<file path="src/rtl/tt_um_seq_divider_hhrb98.sv">
// Sequential restoring divider: 8-bit dividend / 4-bit divisor, one quotient bit per enabled cycle.
// Companion to the 4x4 array multiplier; divides a product back by one of its operands.
module tt_um_seq_divider_hhrb98 (
    input  logic       clk,
    input  logic       rst_n,
    input  logic       ena,
    input  logic       start,
    input  logic [7:0] dividend,
    input  logic [3:0] divisor,
    output logic [7:0] quotient,
    output logic [3:0] remainder,
    output logic       busy,
    output logic       done,
    output logic       div_by_zero
);

    // Handshake: start is taken only in IDLE with ena=1; operands are captured on that edge.
    // busy is high for the 8 RUN steps, done is high for the single DONE state, and the
    // results/div_by_zero stay stable from done until the next accepted start.
    typedef enum logic [1:0] {
        ST_IDLE = 2'd0,
        ST_RUN  = 2'd1,
        ST_DONE = 2'd2
    } state_t;

    state_t     state;
    state_t     state_nxt;

    logic [7:0] dq;
    logic [4:0] r;
    logic [3:0] dv;
    logic [2:0] cnt;

    logic [5:0] t;
    logic       fits;
    logic [4:0] r_step;
    logic [7:0] dq_step;

    // r[4] is zero between steps; carrying it keeps the trial compare over the full remainder.
    always_comb begin
        t       = {r, dq[7]};
        fits    = (t >= {2'b00, dv});
        r_step  = fits ? (t[4:0] - {1'b0, dv}) : t[4:0];
        dq_step = {dq[6:0], fits};
    end

    always_ff @(posedge clk or negedge rst_n) begin
        if (!rst_n) begin
            state <= ST_IDLE;
        end else if (ena) begin
            state <= state_nxt;
        end
    end

    always_comb begin
        state_nxt = state;
        busy      = 1'b0;
        done      = 1'b0;
        case (state)
            ST_IDLE: begin
                if (start) begin
                    state_nxt = (divisor == 4'd0) ? ST_DONE : ST_RUN;
                end
            end
            ST_RUN: begin
                busy = 1'b1;
                if (cnt == 3'd7) begin
                    state_nxt = ST_DONE;
                end
            end
            ST_DONE: begin
                done      = 1'b1;
                state_nxt = ST_IDLE;
            end
            default: begin
                state_nxt = ST_IDLE;
            end
        endcase
    end

    always_ff @(posedge clk or negedge rst_n) begin
        if (!rst_n) begin
            dq          <= 8'd0;
            r           <= 5'd0;
            dv          <= 4'd0;
            cnt         <= 3'd0;
            quotient    <= 8'd0;
            remainder   <= 4'd0;
            div_by_zero <= 1'b0;
        end else if (ena) begin
            case (state)
                ST_IDLE: begin
                    if (start) begin
                        dq          <= dividend;
                        dv          <= divisor;
                        r           <= 5'd0;
                        cnt         <= 3'd0;
                        div_by_zero <= 1'b0;
                        // A zero divisor skips the iterations and reports saturated results.
                        if (divisor == 4'd0) begin
                            quotient    <= 8'hFF;
                            remainder   <= 4'hF;
                            div_by_zero <= 1'b1;
                        end
                    end
                end
                ST_RUN: begin
                    dq  <= dq_step;
                    r   <= r_step;
                    cnt <= cnt + 3'd1;
                    if (cnt == 3'd7) begin
                        quotient  <= dq_step;
                        remainder <= r_step[3:0];
                    end
                end
                default: begin
                end
            endcase
        end
    end

endmodule

</file>
<file path="config.mk">
export PLATFORM = sky130hd
export DESIGN_NAME = tt_um_seq_divider_hhrb98
export DESIGN_NICKNAME = d
export VERILOG_FILES = /design/src/rtl/tt_um_seq_divider_hhrb98.sv
export SDC_FILE = /design/constraint.sdc
export NUM_CORES = 1
export LEC_CHECK = 0
export CORE_ASPECT_RATIO = 1.25
export CORE_MARGIN = 3
export CORE_UTILIZATION = 49
export CTS_BUF_LIST = sky130_fd_sc_hd__clkbuf_8
export DETAILED_ROUTE_END_ITERATION = 7
export PLACE_DENSITY_LB_ADDON = 0.08
export SETUP_SLACK_MARGIN = 0.2
export SLEW_MARGIN = 0
export SYNTH_ARGS = -nofsm -noshare
export SYNTH_HDL_FRONTEND = slang
export SYNTH_SLANG_ARGS = --single-unit
</file>
<file path="constraint.sdc">
create_clock -name clk -period 2.11 [get_ports clk]
set_input_delay 0.422 -clock clk [delete_from_list [all_inputs] [get_ports clk]]
set_output_delay 0.422 -clock clk [all_outputs]
set_load 0.01 [all_outputs]
</file>
==> Yosys cells after proc, flatten, opt, wreduce, memory -nomap -nowiden <==
Cells that the tools add are included.
{ "classes": {"addsub": 2, "order_cmp": 1, "eq_ne": 6, "mux": 22, "n_reduce_logical": 7} }
{ "op_table": {"columns": ["operator", "count"], "rows": [
  ["two-way mux 8 bit", 4],
  ["one-hot mux 8 bit (2 select lines)", 2],
  ["two-way mux 4 bit", 3],
  ["two-way mux 5 bit", 2],
  ["one-hot mux 5 bit (2 select lines)", 1],
  ["AND reduction 3 bit", 3],
  ["one-hot mux 4 bit (2 select lines)", 1],
  [">= comparator 6 x 4 -> 1 bit", 1],
  ["two-way mux 2 bit", 3],
  ["inequality test 2 bit (second input constant)", 3],
  ["one-hot mux 3 bit (2 select lines)", 1],
  ["AND reduction 5 bit", 1],
  ["subtractor 5 x 4 -> 5 bit", 1],
  ["zero test 4 bit", 1],
  ["one-hot mux 2 bit (2 select lines)", 1],
  ["adder 3 x 1 -> 3 bit (second input constant)", 1],
  ["equality test 3 bit (second input constant)", 1],
  ["two-way mux 1 bit", 3],
  ["two-way mux 3 bit", 1],
  ["equality test 2 x 1 -> 1 bit (second input constant)", 1],
  ["equality test 2 bit (second input constant)", 1],
  ["zero test 2 bit", 1],
  ["nonzero test 2 bit", 1]
]} }
{ "word_totals": {"regBits": 35, "inputBits": 16, "out_inout_bits": 15, "wordCells": 46} }

==> Logic depth before layout (Yosys ltp) <==
Gate-level depths: netlist of the first run.
{ "logic_depth": {"ltp_word": 4, "depth_mapped": 9} }

==> Worst setup path after synthesis of the first run <==
OpenSTA, ideal clock, no wires.
{ "synth_path": {"path_kind": "register to register", "from": "reg dq[7]", "to": "reg r[4]", "setup_time_ns": 0.122, "arrival_ns": 1.868, "required_time_ns": 1.988, "path_slack_ns": 0.121, "path_stages_with_launch": 10, "path_buffers": 1, "cell_sequence": "dfrtp_1 inv_1 ha_1 inv_1 fa_1 a21o_1 a21oi_1 buf_2 nand2_1 a32o_1"} }
{ "synth_via": {"elab_chain_cells": 3} }
{ "synth_rtl": {"columns": ["item", "line_no", "text"], "rows": [
  ["start, declared", "29", "logic [7:0] dq;"],
  ["start signal, assigned", "94", "dq <= dividend;"],
  ["start signal, assigned", "108", "dq <= dq_step;"],
  ["subtractor 5 x 4 -> 5 bit / >= comparator 6 x 4 -> 1 bit (equally long branches)", "43, 42", null],
  ["two-way mux 5 bit (*)", "43", "r_step = fits ? (t[4:0] - {1'b0, dv}) : t[4:0];"],
  ["one-hot mux 5 bit (2 select lines) (*)", "91", "case (state)"],
  ["end signal, assigned", "109", "r <= r_step;"],
  ["end, declared", "30", "logic [4:0] r;"]
]} }
Mark *: on every way between the ends. The rest lies on a longest branch, timed or not.
A chain may end at the register's enable or synchronous reset.

==> Worst setup path in the final report of the first run <==
Ends and elaborated chain as after synthesis.

==> reports/qor.txt, run 1 <==
Initial Util: 52.6%
Site row count: 23
Area of the multi-input gates: 801 sq um
Setup total negative slack: 0 ns
Layout Nets: 231
Die Ht: 72.6 microns
XOR/XNOR Fraction of Synth Area: 1.51%
Die width: 59.3 microns
Synth cell types: 43
Fin Clk Skew: 0.00659 ns
Largest net degree at the start of global routing: 36
GPL Wtd Cong: 0.892
Mapped Nets: 188
Critical path class: flop to flop
DRC violations left: 0
First-pass GRT wire length: 6.71 mm
GR Overflow Total: 0
Final setup fails: 0
Clock sink count: 35
Ys async rst share: 100%
Initial DRC Count: 44
Status: finished clean
Crit end category: flop
Port buffer count: 30
Largest family of logic cells by synthesized area: compound AO/OA/AOI/OAI gates
Root Driver: clkbuf_8
Worst R2R Setup Slack: 0.16 ns
Hold Crit Start: quotient[7]
Post-layout min period: 1.95 ns
Post-synth EDFFs: 0
Worst min-delay path endpoint: quotient[7]
PnR worst setup slack: 0.162 ns
Total GRT Usage: 20.8%
Pre-CTS WS: 0.0466 ns
Worst Max-Slew Pin Slew: 0.721 ns
Worst reg2reg startpoint: dq[7]
Max Slew Vio Count: 0
Area Overhead vs Synth: 30.8%
Hold Path Class: flop to flop
CTS tree: yes
Crit-path max FO: 5
# fillers: 274
Compound-Gate Fraction of Synth Area: 19.7%
Post-synthesis adder-cell area fraction: 5.47%
Final core utilization: 68.7%
Hold path depth: 1
Layout cells sized above 1: 19.1%
CP required: 2.28 ns
Worst-Skew Late Latency: 0.29 ns
Sequential area share after synthesis: 50.4%
Slew margin rel.: 51.6%
Die Area: 4300 sq um
Antenna diodes: 0
Critical path startpoint category: flop
RSZ-0062 raised after global routing: true
Final period util: 92.3%
Vias: 1413
Mapped cell area: 1740 sq um
Drt wl/cell: 16.3 microns
Pwr/cell area: 1610 nW/um^2
DP HPWL: 2.83 mm
Syn Area/Cell: 10.5 sq um
Vias in the first global route: 1442
FF-to-FF path depth: 9
Core area: 3310 sq um
Via/cell ratio: 5.74
Synth warn: 0
Boundary pin count: 31
Fmax: 0.513 GHz
Routed wire length: 4.01 mm
Hold_buf cts: 0
Critical R2R Capture: r[4]
Seq cells post-synth: 35
H-tree Lvls: 2
Prevailing post-synth register cell: dfrtp_1
CTS Buffer Depth: 2
Clock Pin Slew Worst Setup and Hold Paths: 0.06 ns
CP arrival: 2.12 ns
Hold Violations, Final: 0
Num CTS Buffers: 5
Simple-Gate Fraction of Synth Area: 14.5%
Max cap viols: 0
Mux contribution to synthesized area: 4.03%
Cell count after synthesis: 165
Routed Antenna Nets: 0
Worst VDD drop: 0.000907 V
Pleak: 1.02 nW
Flip-flop and latch area: 878 sq um
Initial antenna violation count: 0
DR pass1 iterations: 4
==> flip-flops by register name, indices dropped and copies added, names as in the netlist <==
| register | flops |
|---|---|
| cnt | 3 |
| div_by_zero | 1 |
| dq | 8 |
| dv | 4 |
| quotient | 8 |
| r | 5 |
| remainder | 4 |
| state | 2 |
==> cell usage after synthesis (2+ instances only) <==
cell type   n  area share, %
a211oi_1    2           0.86
nand2_1    22            4.7
nand3_1     2           0.58
clkbuf_1    5            1.1
a32o_1      2            1.2
nor2_1      6            1.3
nand4_1     3            1.1
and3b_1     2            1.0
mux2i_1     7            4.0
inv_1       7            1.5
o21ai_0     6            1.7
xnor2_1     2            1.0
o211ai_1    2           0.86
a21oi_1     5            1.4
buf_2       4            1.2
nor2b_1     2           0.72
a22o_1      2            1.0
o21ai_1    10            2.9
a211oi_2    2            1.4
nor2_2      2           0.72
ha_1        6            4.3
dfrtp_1    35             50
o22a_1      8            4.0
and2_1      2           0.72
==> stage by stage <==
stage | hold WS (ns) | power [mW] | std cells | area (sq um)
CTS | 0.496 | 3.62 | 245 | 2260
floorplan | 0.126 | 2.31 | 165 | 1750
global route | 0.515 | 3.93 | 246 | 2270
finish | 0.492 | 3.66 | 246 | 2270
global placement | 0.463 | 2.94 | 235 | 2140
detailed placement | 0.481 | 2.99 | 235 | 2140
==> power by group <==
group / leakage [nW] / switching (mW) / internal, mW
combinational: 0.537 / 0.933 / 0.992
clock: 0.0557 / 0.240 / 0.293
sequential: 0.430 / 0.227 / 0.980
==> critical path: stages, from the launching register on <==
cell and delay [ns]:
dfrtp_1 0.38, inv_1 0.07, ha_2 0.18, inv_2 0.04
fa_2 0.34, a21o_1 0.19, a21oi_2 0.18, buf_6 0.14
xor2_1 0.06, a32o_1 0.25
==> cells in the final DEF (no fill, tap or decap), types with 3 or more instances in the layout <==
cell type and n:
o21ai_0 6, ha_1 5, o22a_1 8, nand2_1 21, buf_4 15, nand4_1 3, a21oi_1 4, inv_1 7
o21ai_1 10, clkbuf_8 7, nor2_1 6, mux2i_1 7, clkdlybuf4s50_1 29, dfrtp_1 33
==> metal layers <==
layer	global-route usage, %	up-vias	share of wire, %
met5	0	-	0
met4	7.56	0	1.2
met3	6.55	5	6.1
met2	34.4	38	50
met1	25.0	694	42
li1	-	676	-
==> layout make-up <==
cell class / count / share of cell area (%)
Tap cell: 37 / 2.04
Clock buffer: 7 / 4.24
Sequential cell: 35 / 38.6
Inverter: 7 / 1.16
Multi-Input combinational cell: 113 / 35.2
Timing Repair Buffer: 46 / 18.6
Clock inverter: 1 / 0.165
==> cells by family (layout without fill, tap and decap cells) <==
kind of cell / count (synthesis) / count (layout)
AOI/OAI and AO/OA: 48 / 48
muxes: 7 / 7
xor gates and xnor gates: 3 / 3
DFF: 35 / 35
buffers and inverters: 17 / 61
adders and majority gates: 7 / 7
and+or+nand+nor: 48 / 48
==> worst max-delay path by stage <==
| stage | from | endpoint |
|---|---|---|
| global route | dq[7] | r[4] |
| finish | dq[7] | r[4] |
| floorplan | dq[7] | r[4] |
| CTS | dq[7] | r[4] |
| detailed placement | divisor[1] | remainder[1] |
| global placement | ena | r[0] |
==> repair_timing <==
| item | in CTS | in global routing |
|---|---|---|
| gates resized for setup | 5 | 5 |
| setup buffers | 1 | 1 |
| gates cloned | 1 | 0 |
| pin swaps | 1 | 3 |
| setup endpoints to repair | 10 | 13 |
| endpoints found under the hold margin | 0 | 0 |
(Power assumes the default switching activity.)
==> run 2: changes to the inputs <==
- GPL_ROUTABILITY_DRIVEN: not set -> 0
==> run 2 against run 1 <==
Sequential cell count is the same. Sequential share of layout area shrank 0.17 points. Sequential power is essentially flat. Power grew 0.72%. Highest routed layer unchanged. Design area grew 0.44%. Setup slack gained 0.023 ns. First-iteration DRC count grew 57%. Combinational power grew 6%. Non-clock buffer count grew 1.
==> reports/qor.txt, run 2 (synthesis gave the netlist of run 1 again) <==
Busiest grt layer: met2 (unchanged)
Commonest non-fill, non-tap cell in the layout: dfrtp_1 (unchanged)
Worst VDD drop: 0.000816 V (was 0.000907 V)
Final period util: 91.2% (was 92.3%)
Clock sink count: 35 (unchanged)
Routing usage on met2: 36.1% (was 34.4%)
Hold Violations, Final: 0 (unchanged)
Critical path class: flop to flop (unchanged)
Max Slew Vio Count: 0 (unchanged)
Critical R2R Capture: r[4] (unchanged)
Pleak: 1.03 nW (was 1.02 nW)
DP HPWL: 2.83 mm (about the same)
Fin Clk Skew: 0.00519 ns (was 0.00659 ns)
Boundary pin count: 31 (unchanged)
Hold_buf cts: 0 (unchanged)
Die Ht: 72.6 microns (unchanged)
CP arrival: 2.10 ns (was 2.12 ns)
Site row count: 23 (unchanged)
Final core utilization: 69.0% (was 68.7%)
CTS tree: yes (unchanged)
Largest net degree at the start of global routing: 36 (unchanged)
Die Area: 4300 sq um (unchanged)
Root Driver: clkbuf_8 (unchanged)
Worst-Skew Late Latency: 0.29 ns (about the same)
Hold Path Class: flop to flop (unchanged)
Clock Pin Slew Worst Setup and Hold Paths: 0.07 ns (was 0.06 ns)
GR Overflow Total: 0 (unchanged)
Met1 Usage GRT: 24.9% (was 25.0%)
Pwr/cell area: 1620 nW/um^2 (was 1610 nW/um^2)
Buffers & Inverters on Critical Path: 3 (unchanged)
Critical Path Slowest Stage Cell: dfrtp_1 (unchanged)
Critical-path cell list: inv_2, ha_4, inv_2, fa_2, a21o_1, a21oi_2, buf_6, nand2_4, a32o_1 (was inv_1, ha_2, inv_2, fa_2, a21o_1, a21oi_2, buf_6, xor2_1, a32o_1)
Worst reg2reg startpoint: dq[7] (unchanged)
Final setup fails: 0 (unchanged)
Core area: 3310 sq um (unchanged)
Layout cells sized above 1: 19.7% (was 19.1%)
Routed Antenna Nets: 0 (unchanged)
Crit end category: flop (unchanged)
Total power: 3.69 mW (was 3.66 mW)
Port buffer count: 30 (unchanged)
Worst Max-Slew Pin Slew: 0.708 ns (was 0.721 ns)
Crit path capture: r[4] (unchanged)
Antenna diodes: 0 (unchanged)
Vias: 1411 (was 1413)
Largest registers: dq (8), quotient (8), r (5) (unchanged)
Worst R2R Setup Slack: 0.19 ns (was 0.16 ns)
Post-layout min period: 1.92 ns (was 1.95 ns)
Worst path depth: 9 (unchanged)
Crit. Startpoint: dq[7] (unchanged)
DR pass1 iterations: 4 (unchanged)
DRC violations left: 0 (unchanged)
Vias in the first global route: 1515 (was 1442)
FF-to-FF path depth: 9 (unchanged)
Max cap viols: 0 (unchanged)
Routed wire length: 4.08 mm (was 4.01 mm)
Setup total negative slack: 0 ns (unchanged)
Num CTS Buffers: 5 (unchanged)
Met3 usage: 6.19% (was 6.55%)
RSZ-0062 raised after global routing: true (unchanged)
Drt wl/cell: 16.7 microns (was 16.3 microns)
Crit-path max cell delay: 0.39 ns (was 0.38 ns)
Fmax: 0.520 GHz (was 0.513 GHz)
Initial antenna violation count: 0 (unchanged)
CTS Buffer Depth: 2 (unchanged)
Initial DRC Count: 69 (was 44)
Initial Util: 52.6% (unchanged)
Critical path startpoint category: flop (unchanged)
Top delay family on crit path: compound AO/OA/AOI/OAI gates (unchanged)
Commonest non-fill, non-tap cells in the layout: 33 x dfrtp_1, 29 x clkdlybuf4s50_1, 21 x nand2_1 (unchanged)
Slew margin rel.: 52.5% (was 51.6%)
Area Overhead vs Synth: 31.4% (was 30.8%)
First-pass GRT wire length: 6.85 mm (was 6.71 mm)
Via/cell ratio: 5.76 (was 5.74)
Worst path most repeated cell: inv_2
Status: finished clean (unchanged)
Crit-path max FO: 6 (was 5)
Layout Nets: 232 (was 231)
CP required: 2.29 ns (was 2.28 ns)
Die width: 59.3 microns (unchanged)
Total GRT Usage: 21.3% (was 20.8%)
H-tree Lvls: 2 (unchanged)
Fin Hold WS: 0.488 ns (was 0.492 ns)
[run 2: cell count changes in the layout (fill, tap and decap cells not counted), sizes merged]
cell,before,now
clkbuf,7,5
buf,16,17
dlygate4sd2,1,0
dlymetal6s2s,0,1
[run 2: stage by stage]
step,area (sq um),setup WS [ns],std cells
floorplan,1750,0.205,165
global placement,2140,0.0790,235
detailed placement,2140,0.0358,235
CTS,2220,0.178,242
global route,2280,0.108,245
finish,2280,0.185,245
[run 2: area by class of cell]
cell class              count  area (sq um)
flip-flops and latches     35           878
inverters                   7          26.3
clock inverters             1          3.75
repair buffers             47           443
fillers                   270          1020
well taps                  37          46.3
clock buffers               5          68.8
multi-input cells         113           818
[run 2: worst min-delay path: cells and delay by family, from the launching register on]
family | cells | cell delay [ns]
compound gates | 1 | 0.06
flops | 1 | 0.34
simple gates | 1 | 0.05
[run 2: repair_timing]
item / 4_1_cts / 5_1_grt
resized for setup: 4 / 12
pin swaps: 1 / 10
endpoints found under the setup margin: 7 / 13
buffers inserted: 0 / 3
cloned: 1 / 0
[run 2: how the worst min path moves through the flow]
| stage | startpoint | to | cells past startpoint |
|---|---|---|---|
| final | div_by_zero | div_by_zero | 2 |
| after global routing | cnt[0] | cnt[0] | 1 |
| after CTS | div_by_zero | div_by_zero | 2 |
| after detailed placement | div_by_zero | div_by_zero | 2 |
| after global placement | div_by_zero | div_by_zero | 2 |
| after floorplan | rst_n | cnt[0] | 0 |
[run 2: report_power, final]
| group | switching [mW] | internal [mW] |
|---|---|---|
| Clock | 0.226 | 0.215 |
| Combinational | 0.967 | 1.07 |
| Sequential | 0.231 | 0.980 |
| Total | 1.42 | 2.27 |
[run 2: metal layers]
| metal | up-vias | wire, microns |
|---|---|---|
| met5 | - | 0 |
| met4 | 0 | 104 |
| met3 | 10 | 225 |
| met2 | 40 | 2090 |
| met1 | 686 | 1660 |
| li1 | 675 | - |
